File: src/rtl/pc_fetch_sequencer.sv
// pc_fetch_sequencer: IF-stage fetch controller.
// Drives the PC register, runs the imem req/ack handshake and feeds IF/ID.
module pc_fetch_sequencer #(
    parameter int unsigned ADDR_W = 64,
    parameter int unsigned INSTR_W = 32,
    parameter logic [INSTR_W-1:0] NOP_INSTR = INSTR_W'(32'h0000_0013)
) (
    input  logic               clk,
    input  logic               reset,
    input  logic [ADDR_W-1:0]  PC_Out,
    output logic [ADDR_W-1:0]  PC_In,
    output logic               PCWrite,
    input  logic               hazard_stall,
    input  logic               branch_taken,
    input  logic [ADDR_W-1:0]  branch_target,
    output logic               imem_req,
    output logic [ADDR_W-1:0]  imem_addr,
    input  logic               imem_ack,
    input  logic [INSTR_W-1:0] imem_rdata,
    output logic               if_valid,
    output logic [INSTR_W-1:0] if_instr,
    output logic [ADDR_W-1:0]  if_pc
);

    typedef enum logic [1:0] {
        IDLE,
        FETCH,
        HOLD,
        DROP
    } state_t;

    localparam logic [ADDR_W-1:0] PC_STEP = ADDR_W'(4);

    state_t             state;
    state_t             state_n;
    logic [INSTR_W-1:0] hold_buf;
    logic               ack_hit;

    assign ack_hit = imem_req && imem_ack;

    // Next state plus the combinational PC register controls.
    always_comb begin
        state_n = state;
        PCWrite = 1'b0;
        PC_In   = '0;
        if (reset) begin
            unique case (state)
                IDLE: state_n = FETCH;
                FETCH: begin
                    if (branch_taken) begin
                        PCWrite = 1'b1;
                        PC_In   = branch_target;
                        if (imem_req && !imem_ack) state_n = DROP;
                    end else if (ack_hit && hazard_stall) begin
                        state_n = HOLD;
                    end else if (ack_hit) begin
                        PCWrite = 1'b1;
                        PC_In   = PC_Out + PC_STEP;
                    end
                end
                HOLD: begin
                    if (branch_taken) begin
                        PCWrite = 1'b1;
                        PC_In   = branch_target;
                        state_n = FETCH;
                    end else if (!hazard_stall) begin
                        PCWrite = 1'b1;
                        PC_In   = PC_Out + PC_STEP;
                        state_n = FETCH;
                    end
                end
                DROP: begin
                    if (branch_taken) begin
                        PCWrite = 1'b1;
                        PC_In   = branch_target;
                    end
                    if (imem_ack) state_n = FETCH;
                end
                default: state_n = IDLE;
            endcase
        end
    end

    // State register.
    always_ff @(posedge clk or negedge reset) begin
        if (!reset) state <= IDLE;
        else        state <= state_n;
    end

    // Request, hold buffer and IF/ID output registers.
    always_ff @(posedge clk or negedge reset) begin
        if (!reset) begin
            imem_req  <= 1'b0;
            imem_addr <= '0;
            if_valid  <= 1'b0;
            if_instr  <= NOP_INSTR;
            if_pc     <= '0;
            hold_buf  <= '0;
        end else begin
            unique case (state)
                IDLE: begin
                    imem_req  <= 1'b1;
                    imem_addr <= PC_Out;
                end
                FETCH: begin
                    if (branch_taken) begin
                        if_valid <= 1'b0;
                        if_instr <= NOP_INSTR;
                        if (imem_ack) imem_req <= 1'b0;
                    end else if (!imem_req) begin
                        imem_req  <= 1'b1;
                        imem_addr <= PC_Out;
                        if (!hazard_stall) if_valid <= 1'b0;
                    end else if (imem_ack) begin
                        imem_req <= 1'b0;
                        if (hazard_stall) begin
                            hold_buf <= imem_rdata;
                        end else begin
                            if_valid <= 1'b1;
                            if_instr <= imem_rdata;
                            if_pc    <= imem_addr;
                        end
                    end else if (!hazard_stall) begin
                        if_valid <= 1'b0;
                    end
                end
                HOLD: begin
                    if (branch_taken) begin
                        if_valid <= 1'b0;
                        if_instr <= NOP_INSTR;
                    end else if (!hazard_stall) begin
                        if_valid <= 1'b1;
                        if_instr <= hold_buf;
                        if_pc    <= imem_addr;
                    end
                end
                DROP: begin
                    if (branch_taken) begin
                        if_valid <= 1'b0;
                        if_instr <= NOP_INSTR;
                    end
                    if (imem_ack) imem_req <= 1'b0;
                end
                default: imem_req <= 1'b0;
            endcase
        end
    end

endmodule

File: config.mk
export PLATFORM = sky130hd
export DESIGN_NAME = pc_fetch_sequencer
export DESIGN_NICKNAME = d
export VERILOG_FILES = /design/src/rtl/pc_fetch_sequencer.sv
export SDC_FILE = /design/constraint.sdc
export NUM_CORES = 1
export LEC_CHECK = 0
export BUFFER_PORTS_ARGS = -buffer_cell sky130_fd_sc_hd__buf_2
export CAP_MARGIN = 25
export CORE_AREA = 2 2 198 103
export DETAILED_ROUTE_END_ITERATION = 16
export DIE_AREA = 0 0 200 105
export PLACE_DENSITY = 0.86
export SETUP_SLACK_MARGIN = 0.05
export SYNTH_ARGS = -nofsm -noshare
export SYNTH_HDL_FRONTEND = slang
export SYNTH_SLANG_ARGS = --single-unit
File: constraint.sdc
create_clock -name clk -period 3.59 [get_ports clk]
set_input_delay 0.1795 -clock clk [delete_from_list [all_inputs] [get_ports clk]]
set_output_delay 0.1795 -clock clk [all_outputs]
set_load 0.05 [all_outputs]
; ---- Yosys cells after proc, flatten, opt, wreduce, memory -nomap -nowiden
; Index checks and enable logic that the tools add are counted.
[op_classes]
eq_ne = 16
n_reduce_logical = 15
muxes = 53
bitwise_logic = 1
n_addsub = 1
[ops]
columns = op, count
row1 = 2-to-1 mux 64 bit, 14
row2 = case mux 64 bit (2 select lines), 2
row3 = 2-to-1 mux 32 bit, 7
row4 = case mux 64 bit (3 select lines), 1
row5 = case mux 32 bit (3 select lines), 1
row6 = adder 64 x 3 -> 64 bit (second input constant), 1
row7 = 2-to-1 mux 1 bit, 18
row8 = inequality test 3 bit (second input constant), 6
row9 = AND reduction 5 bit, 3
row10 = inequality test 2 bit (second input constant), 7
row11 = 2-to-1 mux 2 bit, 6
row12 = case mux 1 bit (3 select lines), 3
row13 = case mux 2 bit (4 select lines), 1
row14 = AND reduction 6 bit, 1
row15 = nonzero test 3 bit, 2
row16 = == test 2 bit (second input constant), 2
row17 = nonzero test 2 bit, 2
row18 = logical AND 1 bit, 3
row19 = AND reduction 3 bit, 1
row20 = == test 2 x 1 -> 1 bit (second input constant), 1
row21 = logical NOT 2 bit, 1
row22 = AND reduction 2 bit, 1
row23 = logical NOT 1 bit, 1
row24 = NOT 1 bit, 1
[word_totals]
regBits = 196
in_bits = 165
out_inout_bits = 227
wordCells = 93

; ---- Depth between registers and ports, before layout
; Gate-level depths: netlist of run 1.
[logic_depth]
ltp_word = 6
depth_mapped = 9
ltp_nobuf = 8

; ---- Worst setup path after synthesis of run 1
; No wires, ideal clock.
[synth_path]
path_kind = reg2out
start = reg state[0]
end = out PC_In[29]
t_arrival_ps = 3075
path_stages_with_launch = 9
setup_slack_ps = 336
path_cell_list = dfrtp_1 inv_1 ha_1 clkbuf_1 nor3_1 nor2_1 o21ai_1 clkbuf_1 a221oi_1
[synth_between]
elab_chain_len = 3
[synth_lines]
columns = item, line
row1 = "start, declared", 34  ; state_t state;
row2 = "start signal, assigned", 87  ; else state <= state_n;
row3 = == test 2 bit or == test 2 x 1 -> 1 bit (tied branches), 47  ; unique case (state)
row4 = case mux 64 bit (3 select lines) (*), 47
row5 = 2-to-1 mux 64 bit (*), 46  ; if (reset) begin
row6 = "end, declared", 11  ; output logic [ADDR_W-1:0] PC_In,
; Mark *: on every way between the ends. The rest lies on a longest branch, timed or not.

; ---- Worst setup path after layout of run 1
[layout_path]
start = reg state[0]
end = out PC_In[19]
; Same word-level chain as after synthesis.

==> results of run 1 <==
## per-stage QoR
step / util (%) / hold slack, ns / cell area (sq um) / setup WS, ns / cells
finish: 68.1 / 0.0120 / 13000 / 0.250 / 1592
global route: 68.1 / 0.00236 / 13000 / 0.0673 / 1592
CTS: 68.0 / 0.00207 / 13000 / 0.303 / 1588
detailed placement: 64.0 / 0.193 / 12300 / 0.735 / 1539
global placement: 64.0 / 0.198 / 12300 / 0.702 / 1539
floorplan: - / -0.116 / 10100 / 0.336 / 932
## power by group
| group | internal, mW | switching [mW] | total (mW) | leakage, nW |
|---|---|---|---|---|
| registers | 3.34 | 0.704 | 4.05 | 2.36 |
| clock network | 0.949 | 0.941 | 1.89 | 0.282 |
| logic | 2.09 | 5.77 | 7.86 | 3.56 |
| total | 6.38 | 7.41 | 13.8 | 6.20 |
## how the worst max path moves through the flow
stage / slack (ns) / endpoint / depth (start not counted)
3_5_place_dp: 0.73 / PC_In[59] / 8
3_3_place_gp: 0.70 / PC_In[63] / 8
6_report: 0.25 / PC_In[19] / 8
2_1_floorplan: 0.34 / PC_In[29] / 8
5_1_grt: 0.07 / PC_In[19] / 8
4_1_cts: 0.30 / PC_In[23] / 8
## registers in the layout (all words and copies together) (netlist names)
| name | flops |
|---|---|
| imem_addr | 64 |
| if_pc | 64 |
| state | 2 |
| if_instr | 32 |
| hold_buf | 32 |
| if_valid | 1 |
| imem_req | 1 |
## worst register-to-register path, cell delays in order, from the launching register on
cell and delay [ns]:
dfrtp_1 0.43, inv_1 0.12, ha_1 0.24, inv_1 0.17, a21oi_1 0.18, or3_4 0.75, mux2_2 0.51
## cell families (layout without fill, tap and decap cells)
family / after synthesis / count (layout) / synth area share (%)
compound gates: 231 / 231 / 14.9
buf+inv: 104 / 496 / 4.22
flops: 196 / 196 / 48.8
mux: 159 / 159 / 17.7
xor+xnor: 35 / 35 / 3.05
other cells: 0 / 2 / 0
simple gates: 201 / 201 / 10.6
fa+ha+maj: 6 / 6 / 0.746
## routing by layer
layer	GRT usage [%]	vias up	routed length [um]
li1	-	4171	-
met1	39.8	4609	13500
met2	51.0	470	15700
met3	7.23	65	2670
met4	9.84	2	775
met5	0	-	13
## final cells by class
cell class	instances	share of cell area, %
Sequential cell	196	37.7
Multi-Input combinational cell	632	36.6
Timing Repair Buffer	426	17.6
Clock buffer	19	3.40
Tap cell	266	2.55
Inverter	38	1.09
Clock inverter	13	1.06
Antenna cell	2	0.0384
## cell usage in the layout, fill, tap and decap left out, types with 15 or more instances in the layout
cell / count
nor2_1: 61
o31a_1: 18
nand2_1: 30
nor4_1: 17
dlygate4sd3_1: 19
a21oi_1: 61
xnor2_1: 22
a22oi_1: 35
nand3_1: 24
mux2_2: 154
o21ai_0: 69
nor3_1: 17
a221oi_1: 19
inv_1: 38
dfrtp_1: 193
clkbuf_16: 17
buf_2: 390
buf_4: 15
## repair_timing
item	CTS	global route
endpoints found under the hold margin	72	2
hold buffers	17	2
setup endpoints to repair	0	0
buffers inserted	0	0
==> results.json, run 1 <==
{
  "num_io_pins": 392,
  "cts_buffer_depth": 2,
  "firstDrtPassIters": 6,
  "fill_cells": 1481,
  "clock_sinks": 196,
  "synth_top_area_share_pct": 48.0,
  "p_leak_nw": 6.20,
  "yosysMostFrequentCell": "dfrtp_1",
  "rsz0062_at_grt": "no",
  "hold_viol_final": 0,
  "synth-seq-cells": 196,
  "path_buf_inv": 3,
  "grt_max_degree": 73,
  "postCtsResizedCells": 0,
  "cap_violations": 0,
  "timing.rr.end": "if_pc[44]",
  "total_power_mw": 13.8,
  "numCtsBuffers": 17,
  "root_buffer": "clkbuf_16",
  "dpl.hpwl_mm": 24.1,
  "start_util_pct": 52.5,
  "seqCellArea_sq_um": 4910,
  "h-tree-depth": 4,
  "crit_path_end_kind": "output port",
  "cp_top_family": "simple AND/OR/NAND/NOR gates",
  "synth_cells": 932,
  "drt_iter0_drc": 624,
  "multiInputGateArea_sq_um": 4780,
  "critPathMaxStageDelay_ns": 0.61,
  "crit_type": "reg2out",
  "grt_first_pass_wirelength_mm": 49.6,
  "setup_violations": 0,
  "avgSynthCellArea_sq_um": 10.8,
  "period_needed_ns": 3.34,
  "die_area_sq_um": 21000,
  "peakVddDrop_mv": 0.636,
  "tritoncts": "done",
  "synth.yosys.seq_area_share_pct": 48.8,
  "viasPerCell": 5.85,
  "slew_viol_final": 0,
  "start_kind": "flip-flop",
  "async_flop_share_pct": 100,
  "fp-row-count": 36,
  "cts.clk_slew.worst_paths_ns": 0.07,
  "core_region_area_sq_um": 19100,
  "num_vias": 9317,
  "synth_edf_count": 0,
  "relSlewSlack_pct": 34.3,
  "hold_class": "in2reg",
  "wl_mm": 32.6,
  "clock_latency_ns": 0.43,
  "synth_top_area_cell": "dfrtp_1",
  "syn_area_sq_um": 10100,
  "path_max_fanout": 24,
  "io_buffers": 391,
  "avgRoutedWirePerCell_um": 20.5,
  "drive_above_1_share_pct": 47.4,
  "grt_pass1_vias": 9059,
  "antenna_found_initial": 3,
  "die_y_um": 105,
  "rr_worst_depth": 6,
  "reg2reg_from": "state[1]",
  "cp.arrival_ns": 3.16,
  "status": "completed",
  "startpoint": "state[0]",
  "min_path_cells": 2,
  "grt-ovfl-total": 0,
  "die_w_um": 200,
  "fmaxAchievable_ghz": 0.299,
  "synth.top_cells.by_area": "dfrtp_1 48%, mux2_2 17%, o21ai_0 3.4%, a21oi_1 3.1%, a22oi_1 2.6%",
  "tns_ns": 0,
  "finalNetCount": 1482,
  "path_cells": "inv_1 -> ha_1 -> nor3_1 -> nor2_1 -> o21ai_2 -> buf_4 -> a221oi_1 -> buf_2",
  "worstHoldStart": "imem_rdata[31]",
  "synth_top_flop_cell": "dfrtp_1",
  "synth_cell_types": 54,
  "drc": 0,
  "skew_ns": 0.0118,
  "r2r_slack_ns": 1.07,
  "synthesis.nets": 1103,
  "finalWeightedCongestion": 0.942,
  "slowest_stage": "nor2_1",
  "fin_crit_sh_pct": 93.0,
  "worstMarginPinSlew_ns": 0.985,
  "min_to": "hold_buf[31]",
  "cellPowerDensity_nw_per_um2": 1060,
  "synth_common_cells": "193 x dfrtp_1, 154 x mux2_2, 69 x o21ai_0",
  "required_ns": 3.41,
  "syn_to_final_growth_pct": 29.6,
  "yosys_warnings": 0,
  "drt.antenna.violating_nets": 0,
  "gr-usage-all-layers_pct": 30.7
}
(Power assumes the default switching activity.)
==> inputs of run 2 (changes only) <==
--- a/config.mk
+++ b/config.mk
@@ -11,6 +11,7 @@
 export DETAILED_ROUTE_END_ITERATION = 16
 export DIE_AREA = 0 0 200 105
 export PLACE_DENSITY = 0.86
+export RECOVER_POWER = 25
 export SETUP_SLACK_MARGIN = 0.05
 export SYNTH_ARGS = -nofsm -noshare
 export SYNTH_HDL_FRONTEND = slang
==> results.json, run 2 (synthesis gave the netlist of run 1 again) <==
{
  "crit_type": "reg2out",
  "layout_commonest_cell": "buf_2",
  "start_util_pct": 52.5,
  "h-tree-depth": 4,
  "skew_ns": 0.0127,
  "crit_path_end_kind": "output port",
  "drive_above_1_share_pct": 40.0,
  "cp.arrival_ns": 3.15,
  "die_y_um": 105,
  "required_ns": 3.41,
  "wl_met2_mm": 15.7,
  "start_kind": "flip-flop",
  "wl_met1_mm": 13.3,
  "rsz0062_at_grt": "no",
  "die_area_sq_um": 21000,
  "syn_to_final_growth_pct": 28.4,
  "gr-usage-all-layers_pct": 30.7,
  "tritoncts": "done",
  "period_needed_ns": 3.33,
  "fill_cells": 1523,
  "drc": 0,
  "io_buffers": 391,
  "drt.antenna.violating_nets": 0,
  "firstDrtPassIters": 9,
  "grt_pass1_vias": 9059,
  "postCtsResizedCells": 0,
  "finalWeightedCongestion": 0.942,
  "mostFrequentLayoutCells": "292 x buf_2, 193 x dfrtp_1, 154 x mux2_2",
  "cts_hold_buf": 17,
  "clock_sinks": 196,
  "core_region_area_sq_um": 19100,
  "finalNetCount": 1482,
  "cellPowerDensity_nw_per_um2": 1060,
  "path_cells": "inv_1 -> ha_1 -> nor3_1 -> nor2_1 -> o21ai_2 -> buf_4 -> a221oi_1 -> buf_2",
  "setup_violations": 0,
  "worstMarginPinSlew_ns": 0.986,
  "clock_latency_ns": 0.43,
  "num_io_pins": 392,
  "root_buffer": "clkbuf_16",
  "fp-row-count": 36,
  "viasPerCell": 5.84,
  "min_path_cells": 2,
  "antenna_found_initial": 3,
  "slowest_stage": "nor2_1",
  "numCtsBuffers": 17,
  "cap_violations": 0,
  "cts_buffer_depth": 2,
  "fmaxAchievable_ghz": 0.300,
  "pre_cts_ws_ns": 0.735,
  "dr.max_layer_used": "met5",
  "fin_crit_sh_pct": 92.9,
  "wl_met3_mm": 2.69,
  "peakVddDrop_mv": 0.621,
  "tns_ns": 0,
  "dpl.hpwl_mm": 24.1,
  "wl_mm": 32.5,
  "rr_worst_depth": 6,
  "hold_class": "in2reg",
  "p_leak_nw": 5.90,
  "grt-ovfl-total": 0,
  "num_vias": 9298,
  "grt_max_degree": 73,
  "grt_first_pass_wirelength_mm": 49.6,
  "avgRoutedWirePerCell_um": 20.4,
  "drt_iter0_drc": 579,
  "cts.clk_slew.worst_paths_ns": 0.07,
  "hold_viol_final": 0,
  "reg_top3": "if_pc: 64 flops, imem_addr: 64 flops",
  "critPathMaxStageDelay_ns": 0.62,
  "path_max_fanout": 24,
  "fin_ws_ns": 0.256,
  "total_power_mw": 13.7,
  "slew_viol_final": 0,
  "post-cts-setup-buffers": 0,
  "die_w_um": 200,
  "relSlewSlack_pct": 34.3,
  "status": "completed"
}
==> run 2: power breakdown <==
group	internal (mW)	switching, mW
clock network	0.949	0.937
registers	3.35	0.723
logic	1.93	5.77
total	6.22	7.43
==> run 2: layer usage <==
metal	up-vias	GRT usage, %
met5	-	0
met4	2	9.84
met3	70	7.23
met2	475	51.0
met1	4591	39.8
li1	4160	-
==> run 2: final timing paths <==
kind / startpoint / to / slack, ns
min in group asynchronous: reset / hold_buf[12] / 0.29
max in group asynchronous: reset / imem_addr[5] / 2.00
worst min register to register: if_instr[4] / if_instr[4] / 0.50
worst max-delay path: state[0] / PC_In[19] / 0.26
worst min-delay path: imem_rdata[31] / hold_buf[31] / 0.01
worst max register to register: state[1] / if_pc[44] / 1.08
==> run 2: critical path, delay by kind of cell, from the launching register on <==
kind / cells / cell delay [ns]
AO/OA/AOI/OAI: 2 / 0.39
adder cells (fa/ha/maj): 1 / 0.42
buffers and inverters: 3 / 0.71
flip-flops: 1 / 0.41
AND/OR/NAND/NOR: 2 / 0.79
==> run 2: layout make-up <==
type | instances | area [sq um] | share of cell area (%)
Sequential cell | 196 | 4910 | 38.0
Multi-Input combinational cell | 632 | 4780 | 37.0
Timing Repair Buffer | 426 | 2170 | 16.8
Clock buffer | 19 | 443 | 3.43
Tap cell | 266 | 333 | 2.58
Inverter | 38 | 143 | 1.10
Clock inverter | 13 | 138 | 1.07
Antenna cell | 3 | 7.51 | 0.0581
==> run 2: stage by stage <==
step,hold WS (ns),instance area [sq um],std cells,util (%)
2_1_floorplan,-0.116,10100,932,-
3_3_place_gp,0.198,12300,1539,64.0
3_5_place_dp,0.193,12300,1539,64.0
4_1_cts,0.00207,13000,1588,68.0
5_1_grt,0.00236,12900,1592,67.5
6_report,0.0117,12900,1593,67.5
==> inputs of run 3 (changes only) <==
--- a/config.mk
+++ b/config.mk
@@ -12,6 +12,7 @@
 export DIE_AREA = 0 0 200 105
 export PLACE_DENSITY = 0.86
 export RECOVER_POWER = 25
+export REMOVE_ABC_BUFFERS = 1
 export SETUP_SLACK_MARGIN = 0.05
 export SYNTH_ARGS = -nofsm -noshare
 export SYNTH_HDL_FRONTEND = slang
==> results.json, run 3 (synthesis gave the netlist of run 1 again) <==
{
  "period_needed_ns": 3.27,
  "num_vias": 9601,
  "finalNetCount": 1497,
  "fin_crit_sh_pct": 91.2,
  "pre_cts_ws_ns": 0.429,
  "fill_cells": 1444,
  "crit_path_end_kind": "output port",
  "numCtsBuffers": 17,
  "core_region_area_sq_um": 19100,
  "grt_pass1_vias": 9530,
  "setup_violations": 0,
  "fin_ws_ns": 0.317,
  "tritoncts": "done",
  "drt_iter0_drc": 717,
  "seqCellArea_sq_um": 4910,
  "crit_type": "reg2out",
  "hold_class": "in2reg",
  "clock_latency_ns": 0.44,
  "required_ns": 3.41,
  "antenna_found_initial": 4,
  "rsz0062_at_grt": "no",
  "dpl.hpwl_mm": 25.3,
  "multiInputGateArea_sq_um": 4800,
  "final_area_sq_um": 13100,
  "holdWs_ns": 0.0148,
  "cp.arrival_ns": 3.09,
  "fp-row-count": 36,
  "gr-usage-all-layers_pct": 34.0,
  "die_y_um": 105,
  "grt-ovfl-total": 0,
  "start_util_pct": 52.5,
  "status": "completed",
  "peakVddDrop_mv": 0.953,
  "p_leak_nw": 5.98,
  "cellPowerDensity_nw_per_um2": 1060,
  "io_buffers": 391,
  "fin_util_pct": 68.6,
  "skew_ns": 0.0140,
  "grt_first_pass_wirelength_mm": 53.9,
  "root_buffer": "clkbuf_16",
  "worstMarginPinSlew_ns": 1.06,
  "cts.clk_slew.worst_paths_ns": 0.07,
  "avgRoutedWirePerCell_um": 22.0,
  "relSlewSlack_pct": 29.0,
  "num_io_pins": 392,
  "wl_mm": 35.4,
  "die_area_sq_um": 21000,
  "h-tree-depth": 4,
  "viasPerCell": 5.97,
  "path_max_fanout": 11,
  "die_w_um": 200,
  "hold_viol_final": 0,
  "drt.antenna.violating_nets": 0,
  "dp.cells": 1540,
  "firstDrtPassIters": 5,
  "start_kind": "flip-flop",
  "fmaxAchievable_ghz": 0.306,
  "syn_to_final_growth_pct": 30.5,
  "slew_viol_final": 0,
  "post-cts-setup-buffers": 0,
  "grt_max_degree": 142,
  "finalWeightedCongestion": 0.886,
  "reg_top3": "if_pc: 64 flops, imem_addr: 64 flops",
  "total_power_mw": 14.0,
  "dpl_cell_area_sq_um": 12300,
  "drive_above_1_share_pct": 39.4,
  "final_cells": 1608,
  "layout_commonest_cell": "buf_2",
  "mostFrequentLayoutCells": "290 x buf_2, 193 x dfrtp_1, 154 x mux2_2",
  "drc": 0,
  "tns_ns": 0,
  "cap_violations": 0,
  "clock_sinks": 196,
  "cts_buffer_depth": 2
}
[run 3: cell types whose count changed in the layout (fill, tap and decap cells not counted), moves of 2 or more]
cell,previous run,this run
dlygate4sd3_1,19,33
clkbuf_1,99,105
bufinv_16,0,4
inv_8,4,0
clkinv_2,0,3
clkinv_4,3,0
buf_12,1,3
buf_2,292,290
clkinv_8,2,0
[run 3: critical path, cell delays in order (launching register included)]
cell     delay (ns)
dfrtp_1        0.41
inv_1          0.14
ha_1           0.48
nor2_1         0.13
or2_2          0.43
nor2_1         0.48
a22oi_1        0.15
nor2_1         0.15
buf_2          0.29
[run 3: what timing repair did]
action	4_1_cts	5_1_grt
hold buffers	33	0
pin swaps	0	0
hold endpoints to repair	84	0
gates resized for setup	1	2
endpoints found under the setup margin	16	18
[run 3: power by group]
group          total (mW)  leakage [nW]  switching, mW  internal (mW)
sequential           4.07          2.36          0.724           3.35
combinational        7.84          3.32           5.89           1.95
clock                2.05         0.300          0.863           1.19
total                14.0          5.98           7.48           6.49
[run 3: final cells by class]
class                      instances  share of cell area, %
clock inverter                     9                   1.16
tap                              266                   2.54
multi-input combinational        632                   36.5
sequential                       196                   37.4
clock buffer                      23                   3.49
inverter                          38                   1.09
antenna                            3                 0.0572
timing repair buffer             441                   17.7
[run 3: path summary, 6_finish.rpt]
path | from | endpoint | slack (ns) | depth (start not counted)
setup / recovery | state[0] | PC_In[5] | 0.32 | 8
max in group asynchronous | reset | if_pc[29] | 1.54 | 4
hold reg to reg | if_instr[4] | if_instr[4] | 0.51 | 2
min in group asynchronous | reset | hold_buf[4] | 0.76 | 3
setup reg to reg | state[1] | if_pc[19] | 1.00 | 6
hold / removal | imem_rdata[5] | hold_buf[5] | 0.01 | 2
[run 3: metal layers]
layer | vias to the layer above | GRT usage (%) | part of all wire, %
met5 | - | 0 | 0
met4 | 0 | 14.8 | 2.9
met3 | 74 | 9.10 | 9.5
met2 | 549 | 54.0 | 48
met1 | 4793 | 43.7 | 40
li1 | 4185 | - | -
